==> src/rtl/dmem_arb_pkg.sv <==
// Shared definitions for the two-requester data-memory arbiter: FSM encoding,
// requester IDs and the legal bounds of the memory latency.
package dmem_arb_pkg;

  typedef enum logic [1:0] {
    ST_IDLE   = 2'd0,
    ST_ACCESS = 2'd1,
    ST_DONE   = 2'd2
  } state_t;

  localparam logic REQ_CORE = 1'b0;
  localparam logic REQ_LDR  = 1'b1;

  localparam int MEM_LAT_MIN = 1;
  localparam int MEM_LAT_MAX = 15;

endpackage

==> src/rtl/dmem_arbiter_arb2_pick.sv <==
// Combinational 2-way winner selection between core and loader.
// DMEM_ARB_ROUND_ROBIN_EN selects round-robin tie-breaking; otherwise the core has fixed priority.
module arb2_pick
  import dmem_arb_pkg::*;
(
`ifdef DMEM_ARB_ROUND_ROBIN_EN
  input  logic last_winner,
`endif
  input  logic c_req,
  input  logic l_req,
  output logic any,
  output logic winner
);

  // Pick one requester; on a tie the policy decides.
  always_comb begin
    any    = c_req | l_req;
    winner = REQ_CORE;
    if (c_req && l_req) begin
`ifdef DMEM_ARB_ROUND_ROBIN_EN
      winner = ~last_winner;
`else
      winner = REQ_CORE;
`endif
    end else if (l_req) begin
      winner = REQ_LDR;
    end else begin
      winner = REQ_CORE;
    end
  end

endmodule

==> src/rtl/dmem_arbiter.sv <==
// Arbitrates a core and a loader onto a single data-memory port, one transaction at a time.
// Optional macro DMEM_ARB_ROUND_ROBIN_EN enables round-robin tie-breaking.
module dmem_arbiter
  import dmem_arb_pkg::*;
#(
  parameter int MEM_LAT = 2,
  parameter int AW      = 32,
  parameter int DW      = 32
) (
  input  logic          clk,
  input  logic          reset,
  input  logic          c_req,
  input  logic          c_we,
  input  logic [AW-1:0] c_addr,
  input  logic [DW-1:0] c_wdata,
  output logic          c_gnt,
  output logic          c_done,
  output logic [DW-1:0] c_rdata,
  input  logic          l_req,
  input  logic          l_we,
  input  logic [AW-1:0] l_addr,
  input  logic [DW-1:0] l_wdata,
  output logic          l_gnt,
  output logic          l_done,
  output logic [DW-1:0] l_rdata,
  output logic          m_re,
  output logic          m_we,
  output logic [AW-1:0] m_addr,
  output logic [DW-1:0] m_wdata,
  input  logic [DW-1:0] m_rdata,
  output logic          core_stall,
  output logic          busy
);

  // Out-of-range latencies are clamped so the 4-bit counter stays meaningful.
  localparam logic [3:0] LAT = (MEM_LAT < MEM_LAT_MIN) ? 4'(MEM_LAT_MIN) :
                               (MEM_LAT > MEM_LAT_MAX) ? 4'(MEM_LAT_MAX) : 4'(MEM_LAT);

  state_t        state_r, state_s;
  logic [3:0]    cnt_r;
  logic          win_r, we_r;
  logic [AW-1:0] addr_r;
  logic [DW-1:0] wdata_r, c_rdata_r, l_rdata_r;
  logic          any_s, pick_s, in_access_s, last_cycle_s;

`ifdef DMEM_ARB_ROUND_ROBIN_EN
  logic last_winner_r;

  // Remember who was granted last; the loader is treated as last winner out of reset.
  always_ff @(posedge clk or negedge reset) begin
    if (!reset) begin
      last_winner_r <= REQ_LDR;
    end else if (state_r == ST_IDLE && any_s) begin
      last_winner_r <= pick_s;
    end
  end
`endif

  arb2_pick u_pick (
`ifdef DMEM_ARB_ROUND_ROBIN_EN
    .last_winner (last_winner_r),
`endif
    .c_req       (c_req),
    .l_req       (l_req),
    .any         (any_s),
    .winner      (pick_s)
  );

  assign in_access_s  = (state_r == ST_ACCESS);
  assign last_cycle_s = in_access_s && (cnt_r == 4'd1);

  // FSM state register.
  always_ff @(posedge clk or negedge reset) begin
    if (!reset) begin
      state_r <= ST_IDLE;
    end else begin
      state_r <= state_s;
    end
  end

  // FSM next-state logic.
  always_comb begin
    state_s = state_r;
    case (state_r)
      ST_IDLE: begin
        if (any_s) state_s = ST_ACCESS;
        else       state_s = ST_IDLE;
      end
      ST_ACCESS: begin
        if (cnt_r == 4'd1) state_s = ST_DONE;
        else               state_s = ST_ACCESS;
      end
      ST_DONE: state_s = ST_IDLE;
      default: state_s = ST_IDLE;
    endcase
  end

  // Latch the winning request, count the access and capture read data.
  always_ff @(posedge clk or negedge reset) begin
    if (!reset) begin
      cnt_r     <= 4'd0;
      win_r     <= REQ_CORE;
      we_r      <= 1'b0;
      addr_r    <= {AW{1'b0}};
      wdata_r   <= {DW{1'b0}};
      c_rdata_r <= {DW{1'b0}};
      l_rdata_r <= {DW{1'b0}};
    end else begin
      case (state_r)
        ST_IDLE: begin
          if (any_s) begin
            win_r   <= pick_s;
            we_r    <= (pick_s == REQ_LDR) ? l_we    : c_we;
            addr_r  <= (pick_s == REQ_LDR) ? l_addr  : c_addr;
            wdata_r <= (pick_s == REQ_LDR) ? l_wdata : c_wdata;
            cnt_r   <= LAT;
          end
        end
        ST_ACCESS: begin
          cnt_r <= cnt_r - 4'd1;
          if (last_cycle_s && !we_r) begin
            if (win_r == REQ_LDR) l_rdata_r <= m_rdata;
            else                  c_rdata_r <= m_rdata;
          end
        end
        ST_DONE: cnt_r <= 4'd0;
        default: cnt_r <= 4'd0;
      endcase
    end
  end

  // All outputs decode registered state only, except core_stall which follows c_req.
  assign c_gnt   = in_access_s && (cnt_r == LAT) && (win_r == REQ_CORE);
  assign l_gnt   = in_access_s && (cnt_r == LAT) && (win_r == REQ_LDR);
  assign c_done  = (state_r == ST_DONE) && (win_r == REQ_CORE);
  assign l_done  = (state_r == ST_DONE) && (win_r == REQ_LDR);
  assign c_rdata = c_rdata_r;
  assign l_rdata = l_rdata_r;
  assign m_re    = in_access_s && !we_r;
  assign m_we    = in_access_s && we_r;
  assign m_addr  = in_access_s ? addr_r  : {AW{1'b0}};
  assign m_wdata = in_access_s ? wdata_r : {DW{1'b0}};
  assign core_stall = c_req && !c_done;
  assign busy       = (state_r != ST_IDLE);

endmodule

==> config.mk <==
export PLATFORM = sky130hd
export DESIGN_NAME = dmem_arbiter
export DESIGN_NICKNAME = d
export VERILOG_FILES = /design/src/rtl/dmem_arb_pkg.sv /design/src/rtl/dmem_arbiter_arb2_pick.sv /design/src/rtl/dmem_arbiter.sv
export SDC_FILE = /design/constraint.sdc
export NUM_CORES = 1
export LEC_CHECK = 0
export CAP_MARGIN = 5
export CORE_ASPECT_RATIO = 0.8
export CORE_MARGIN = 3
export CORE_UTILIZATION = 43
export DETAILED_ROUTE_END_ITERATION = 10
export MAX_ROUTING_LAYER = met4
export PLACE_DENSITY = 0.85
export SYNTH_ARGS = -nofsm -noshare
export SYNTH_HDL_FRONTEND = slang
export SYNTH_SLANG_ARGS = --single-unit
==> constraint.sdc <==
create_clock -name clk -period 2.4 [get_ports clk]
set_clock_uncertainty 0.1 [all_clocks]
set_input_delay 0.48 -clock clk [delete_from_list [all_inputs] [get_ports clk]]
set_output_delay 0.48 -clock clk [all_outputs]
set_load 0.05 [all_outputs]
==> run_results.csv, run 1 <==
group,metric,value,unit
power,power.net_switching,8.68,mW
die,core_area,0.0153,mm2
clock_network,htree_levels,4,
layout,nFillCells,931,
global_route,grt_use_total,22.6,%
place,post-dp-hpwl,14700,um
timing,slew_viol_final,0,
die,die-area,0.0175,mm2
yosys,synth_area,0.00686,mm2
timing,setup_tns,0,ns
clock_network,clock_sinks,136,
place,postPlaceCellArea,0.0109,mm2
critical_path,crit_buf_inv,2,
global_route,grt_pass1_wl,30500,um
route,drc,0,
power,clockPowerShare,13.5,%
critical_path,crit_fanout,23,
power,seqPwrFrac,21.2,%
power,p_int,11.1,mW
route,dr.pass1.iters,4,
yosys,synth.most_common_cell,"dfrtp_1",
yosys,synth_edf_count,0,
route,viasPerCell,4.90,
critical_path,end_kind,"primary output",
clock_network,root_buffer,"clkbuf_16",
global_route,grt_pass1_vias,5661,
yosys,synthesis.instances,466,
job,maxCapViolations,0,
place,gp_congestion,0.784,
critical_path,cp_slowest_cell,"dfrtp_2",
die,io_pins,302,
timing,period_minus_slack,2.32,ns
yosys,ys.flop_type,"dfrtp_1",
timing,rsz0062_at_grt,"no",
yosys,synth_top_cell_by_area,"dfrtp_1",
timing,relSlewSlack,62.6,%
critical_path,critPathArrivalTime,1.74,ns
clock_network,clkLatencyLatePin,0.41,ns
yosys,yosys_warnings,0,
timing,hold_ws,0.342,ns
clock_network,clkTransAtPathRegs,0.06,ns
critical_path,path_delay_family,"simple AND/OR/NAND/NOR gates",
critical_path,rrSetupSlack,0.45,ns
timing,worst_slew_pin_slew,0.560,ns
timing,hold_viol,0,
power,peakVddDrop,951,uV
clock_network,clk_path_buf_depth,2,
global_route,antenna_found_initial,0,
timing,period_share,96.6,%
place,portBuffers,301,
critical_path,startpoint_type,"flip-flop",
power,p_leak,5.12,nW
critical_path,r2r-start,"state_r[1]$_DFF_PN0_",
critical_path,ff2ff_path_depth,5,
die,die_x,147,um
route,wire_per_inst,18.8,um
yosys,synth.top_cell.area_share,49.6,%
layout,final_area,0.0116,mm2
yosys,synth-seq-area-share,49.6,%
yosys,synthDistinctLibCells,30,
power,power_density,1710,mW/mm2
outcome,status,"finished clean",
route,ant_nets,0,
die,dieHeight,119,um
hold_path,hp-class,"primary input to asynchronous set/reset pin",
clock_network,numCtsBuffers,17,
layout,finalCoreUtilization,75.7,%
yosys,ys_top_cells_by_area,"dfrtp_1 50%, mux2_4 22%, mux2_2 15%",
power,combPwrFrac,65.3,%
layout,final_nets,955,
route,totalWireLength,18900,um
critical_path,reg2reg_to,"c_rdata[11]$_DFFE_PN0P_",
critical_path,crit_type,"flip-flop to primary output",
yosys,ys_ff_latch,136,
yosys,synthesis.nets,635,
route,drt-initial-drc-count,144,
layout,diodes,0,
timing,clock.fmax,0.431,GHz
critical_path,cpPeakStageDelay,0.45,ns
critical_path,path_cells,"and2b_4 -> buf_6 -> and2_1 -> buf_12",
die,num_rows,40,
route,vias,4935,
global_route,grt_max_degree,75,
power,switching_share,43.8,%
yosys,async_reset_ff_share,100,%
yosys,synthTopCellsByCount,"136 x dfrtp_1, 100 x mux2_4, 94 x mux2_2",
yosys,avgSynthCellArea,14.7,um2
global_route,grt-ovfl-total,0,
timing,setup_viol,0,
layout,area_growth,69.0,%
die,start_util,44.8,%
clock_network,cts_tree,"yes",
layout,drive_gt1_share,42.0,%
critical_path,crit_required,1.82,ns
per-stage QoR:
stage,setup slack [ns],total power [mW],std cells
finish,0.0822,19.8,1008
global route,0.00251,20.6,1008
CTS,0.00266,19.9,1005
detailed placement,0.0188,17.1,973
global placement,0.0706,16.8,973
floorplan,0.0893,11.4,466
layer usage:
metal / share of wire (%) / wire, um / vias to the layer above / track usage [%]
met5: 0 / 0 / - / -
met2: 52 / 9840 / 216 / 38.8
met1: 39 / 7340 / 2417 / 25.8
met4: 2.5 / 467 / 0 / 7.45
li1: - / - / 2265 / -
met3: 6.7 / 1260 / 37 / 6.39
worst reg2reg max path: cells and delay by family, from the launching register on:
kind	cells	cell delay, ns
simple gates	2	0.31
mux	1	0.42
flops	1	0.42
buf+inv	2	0.57
layout by cell type (no fill, tap or decap), types with 4 or more instances in the layout:
master             n
a21oi_1            5
and2_1            65
buf_12            76
buf_4             22
clkbuf_16         18
clkdlybuf4s50_1  228
clkinv_4           4
dfrtp_1          135
mux2_2            94
mux2_4           100
nor2_1             8
worst max path at each step:
stage                              start                    end  slack, ns  cells past startpoint
global placement                   l_req  addr_r[1]$_DFFE_PN0P_       0.07                      6
floorplan           state_r[1]$_DFF_PN0_             core_stall       0.09                      3
finish              state_r[1]$_DFF_PN0_             m_addr[30]       0.08                      4
CTS                 state_r[1]$_DFF_PN0_              m_addr[2]      0.003                      4
detailed placement                 l_req  addr_r[2]$_DFFE_PN0P_       0.02                      6
global route        state_r[1]$_DFF_PN0_             m_addr[30]      0.003                      4
repair_timing:
item | CTS | global route
cloned | 0 | 1
endpoints found under the hold margin | 28 | 0
setup buffers | 0 | 2
gates resized for setup | 3 | 4
endpoints found under the setup margin | 65 | 53
pin swaps | 0 | 0
hold buffers | 1 | 0
flip-flops by register name, summed over array words and instances (netlist names):
name / count
we_r: 1
state_r: 2
c_rdata: 32
wdata_r: 32
cnt_r: 4
addr_r: 32
win_r: 1
l_rdata: 32
logic make-up (layout without fill, tap and decap cells):
logic type	count (synthesis)	in the layout	share of synthesized area (%)
buffers and inverters	32	364	3.16
xor gates and xnor gates	1	1	0.128
adders and majority gates	3	3	0.547
DFF	136	136	49.6
muxes	194	194	37.3
and+or+nand+nor	92	92	8.50
AOI/OAI and AO/OA	8	8	0.712
area by class of cell:
cell class	instances	area (um2)	area share [%]
timing repair buffer	330	4030	34.7
sequential	136	3400	29.4
multi-input combinational	298	3280	28.3
clock buffer	18	439	3.79
tap	210	263	2.27
clock inverter	13	171	1.48
inverter	3	11.3	0.0972
power groups by stage:
stage	sequential [mW]	combinational, mW	clock [mW]
2_1_floorplan	5.96	5.41	0
5_1_grt	4.34	13.4	2.84
6_report	4.19	12.9	2.68
4_1_cts	4.19	12.9	2.73
3_3_place_gp	4.11	12.7	0
3_5_place_dp	4.20	12.9	0
No activity file was read; power rests on OpenSTA's default activity.
==> run 2, diff against run 1 <==
CTS_CLUSTER_DIAMETER = 30   (was unset)
TNS_END_PERCENT = 30   (was unset)
==> results of run 2 <==
No change in the layout: final DEF, timing and power equal those of run 1.
==> run 3, diff against run 2 <==
--- a/config.mk
+++ b/config.mk
@@ -9,11 +9,12 @@
 export CORE_ASPECT_RATIO = 0.8
 export CORE_MARGIN = 3
-export CORE_UTILIZATION = 43
+export CORE_UTILIZATION = 41
 export CTS_CLUSTER_DIAMETER = 30
 export DETAILED_ROUTE_END_ITERATION = 10
 export MAX_ROUTING_LAYER = met4
-export PLACE_DENSITY = 0.85
+export PLACE_DENSITY = 0.81
 export SYNTH_ARGS = -nofsm -noshare
 export SYNTH_HDL_FRONTEND = slang
+export SYNTH_HIERARCHICAL = 1
 export SYNTH_SLANG_ARGS = --single-unit
 export TNS_END_PERCENT = 30
==> constraint.sdc (replaced) <==
create_clock -name clk -period 2.4 [get_ports clk]
set_clock_uncertainty 0.1 [all_clocks]
set_input_delay 0.48 -clock clk [delete_from_list [all_inputs] [get_ports clk]]
set_output_delay 0.48 -clock clk [all_outputs]
set_load 0.1 [all_outputs]
==> run 3 against run 2 <==
Against the previous run:
- via count up 4.5%
- synthesized area down 8.1%
- first-iteration DRC count rose by 44%
- critical path type unchanged
- setup slack gained 0.018 ns
- critical endpoint is now l_gnt
==> run_results.csv, run 3 <==
group,metric,value,unit
clock_network,htree_levels,4,
clock_network,numCtsBuffers,17,
job,maxCapViolations,0,
die,start_util,43.1,%
timing,clock.fmax,0.435,GHz
clock_network,clk_path_buf_depth,2,
global_route,grt_pass1_vias,5447,
critical_path,path_cells,"buf_4 -> inv_1 -> ha_1 -> nand3_1 -> nor2_2 -> buf_12",
critical_path,crit_type,"flip-flop to primary output",
critical_path,critPathArrivalTime,1.72,ns
yosys,ys_top_cells_by_area,"dfrtp_1 54%, mux2i_1 10%, mux2_4 7.1%",
route,wl_met3,1430,um
yosys,synth.most_common_cell,"dfrtp_1",
place,portBuffers,301,
yosys,synthDistinctLibCells,30,
timing,hold_ws,0.0626,ns
route,vias,5157,
timing,worst_slew_pin_slew,0.724,ns
global_route,grt-ovfl-total,0,
layout,area_growth,73.0,%
route,topRoutingLayerUsed,"met4",
timing,period_minus_slack,2.30,ns
yosys,synthTopCellsByCount,"136 x dfrtp_1, 72 x nor2_1, 67 x a21oi_1",
route,viasPerCell,4.95,
yosys,synthesis.nets,708,
outcome,status,"finished clean",
clock_network,ctsHoldBuffers,0,
critical_path,startpoint_type,"flip-flop",
yosys,synthesis.instances,539,
route,dr.pass1.iters,4,
yosys,synth_top_cell_by_area,"dfrtp_1",
clock_network,clkTransAtPathRegs,0.06,ns
clock_network,root_buffer,"clkbuf_16",
route,wl_met1,6980,um
critical_path,end_kind,"primary output",
timing,hold_viol,0,
place,post-dp-hpwl,14300,um
timing,period_share,95.8,%
yosys,ys.flop_type,"dfrtp_1",
timing,relSlewSlack,51.7,%
critical_path,crit_fanout,4,
die,io_pins,302,
yosys,synth_area,0.00630,mm2
route,ant_nets,0,
timing,slew_viol_final,0,
yosys,synth_edf_count,0,
die,num_rows,39,
layout,final_nets,1012,
global_route,antenna_found_initial,0,
critical_path,crit_required,1.82,ns
place,gp_congestion,0.824,
timing,setup_viol,0,
die,die_x,145,um
route,wire_per_inst,18.4,um
global_route,grt_pass1_wl,28900,um
critical_path,cpPeakStageDelay,0.38,ns
layout,drive_gt1_share,31.7,%
timing,rsz0062_at_grt,"no",
yosys,async_reset_ff_share,100,%
timing,setup_tns,0,ns
yosys,avgSynthCellArea,11.7,um2
route,drt-initial-drc-count,207,
layout,most-common-layout-cells,"164 x clkdlybuf4s50_1, 136 x dfrtp_1, 81 x buf_12",
global_route,grt_use_total,23.1,%
clock_network,clkLatencyLatePin,0.41,ns
yosys,synth.top_cell.area_share,54.0,%
layout,final_common_cell,"clkdlybuf4s50_1",
die,die-area,0.0169,mm2
die,core_area,0.0146,mm2
yosys,ys_ff_latch,136,
global_route,grt_max_degree,137,
route,totalWireLength,19200,um
yosys,yosys_warnings,6,
critical_path,cp_slowest_cell,"dfrtp_1",
route,wl_met2,10400,um
layout,finalCoreUtilization,74.5,%
clock_network,cts_tree,"yes",
hold_path,hp-class,"primary input to asynchronous set/reset pin",
yosys,synth-seq-area-share,54.0,%
die,dieHeight,117,um
route,drc,0,
clock_network,clock_sinks,136,
==> run 3: cell types whose count changed after synthesis, moves of 3 or more <==
cell      previous run  this run
mux2_4             100        30
mux2i_1              0        66
nor2_1               8        72
a21oi_1              5        67
mux2_2              94        33
clkbuf_1             8        24
buf_6               11         3
buf_1                1         4
nor2b_1              1         4
nor4b_1              3         0
o21ai_0              0         3
==> run 3: final cells by class <==
class	instances	area [um2]
multi-input cells	362	2780
diodes	1	2.50
well taps	184	230
clock inverters	15	176
clock buffers	17	425
inverters	3	11.3
repair buffers	323	3870
fillers	973	3740
flip-flops and latches	136	3400
==> run 3: worst max-delay path: cells and delay by family (launching register included) <==
family	cells	cell delay [ns]
buffers and inverters	3	0.42
AND/OR/NAND/NOR	2	0.35
adder cells (fa/ha/maj)	1	0.15
flip-flops	1	0.38
==> run 3: path summary, 6_finish.rpt <==
| path | from | endpoint | slack (ns) | cells past startpoint |
|---|---|---|---|---|
| setup / recovery | cnt_r[0]$_DFFE_PN0P_ | l_gnt | 0.10 | 6 |
| max in group asynchronous | reset | l_rdata[29]$_DFFE_PN0P_ | 1.61 | 2 |
| min in group clk | c_rdata[2]$_DFFE_PN0P_ | c_rdata[2]$_DFFE_PN0P_ | 0.41 | 1 |
| setup reg to reg | cnt_r[1]$_DFFE_PN0P_ | l_rdata[1]$_DFFE_PN0P_ | 0.19 | 6 |
| hold / removal | reset | addr_r[11]$_DFFE_PN0P_ | 0.06 | 2 |
| hold reg to reg | c_rdata[2]$_DFFE_PN0P_ | c_rdata[2]$_DFFE_PN0P_ | 0.41 | 1 |
==> run 3: layer usage <==
layer	vias to the layer above	track usage, %
li1	2447	-
met1	2490	24.7
met2	194	41.4
met5	-	-
met4	0	6.65
met3	26	6.99
==> run 3: repair_timing <==
action,in CTS,in global routing
buffers inserted,1,0
gates cloned,0,1
resized for setup,0,2
setup endpoints to repair,7,33
pin swaps,0,0
==> run 3: cell families (layout without fill, tap and decap cells) <==
logic type               after synthesis  after routing  share of synthesized area, %
AO/OA/AOI/OAI                         73             73                          5.94
other                                  0              1                             0
buffers and inverters                 41            358                          2.94
flip-flops                           136            136                          54.0
multiplexers                         130            130                          23.7
AND/OR/NAND/NOR                      156            156                          12.8
adder cells (fa/ha/maj)                3              3                         0.596
==> run 3: stage by stage <==
stage	instance area, um2	std cells	worst slack [ns]
floorplan	6330	539	-0.120
global placement	10300	1006	0.113
detailed placement	10300	1006	0.0502
CTS	10900	1039	0.0329
global route	10900	1040	0.00944
finish	10900	1041	0.101
Power of run 3 is left out: the tool's default activity adds up to more than one toggle a clock period on the data nets, which glitch-free logic cannot reach.
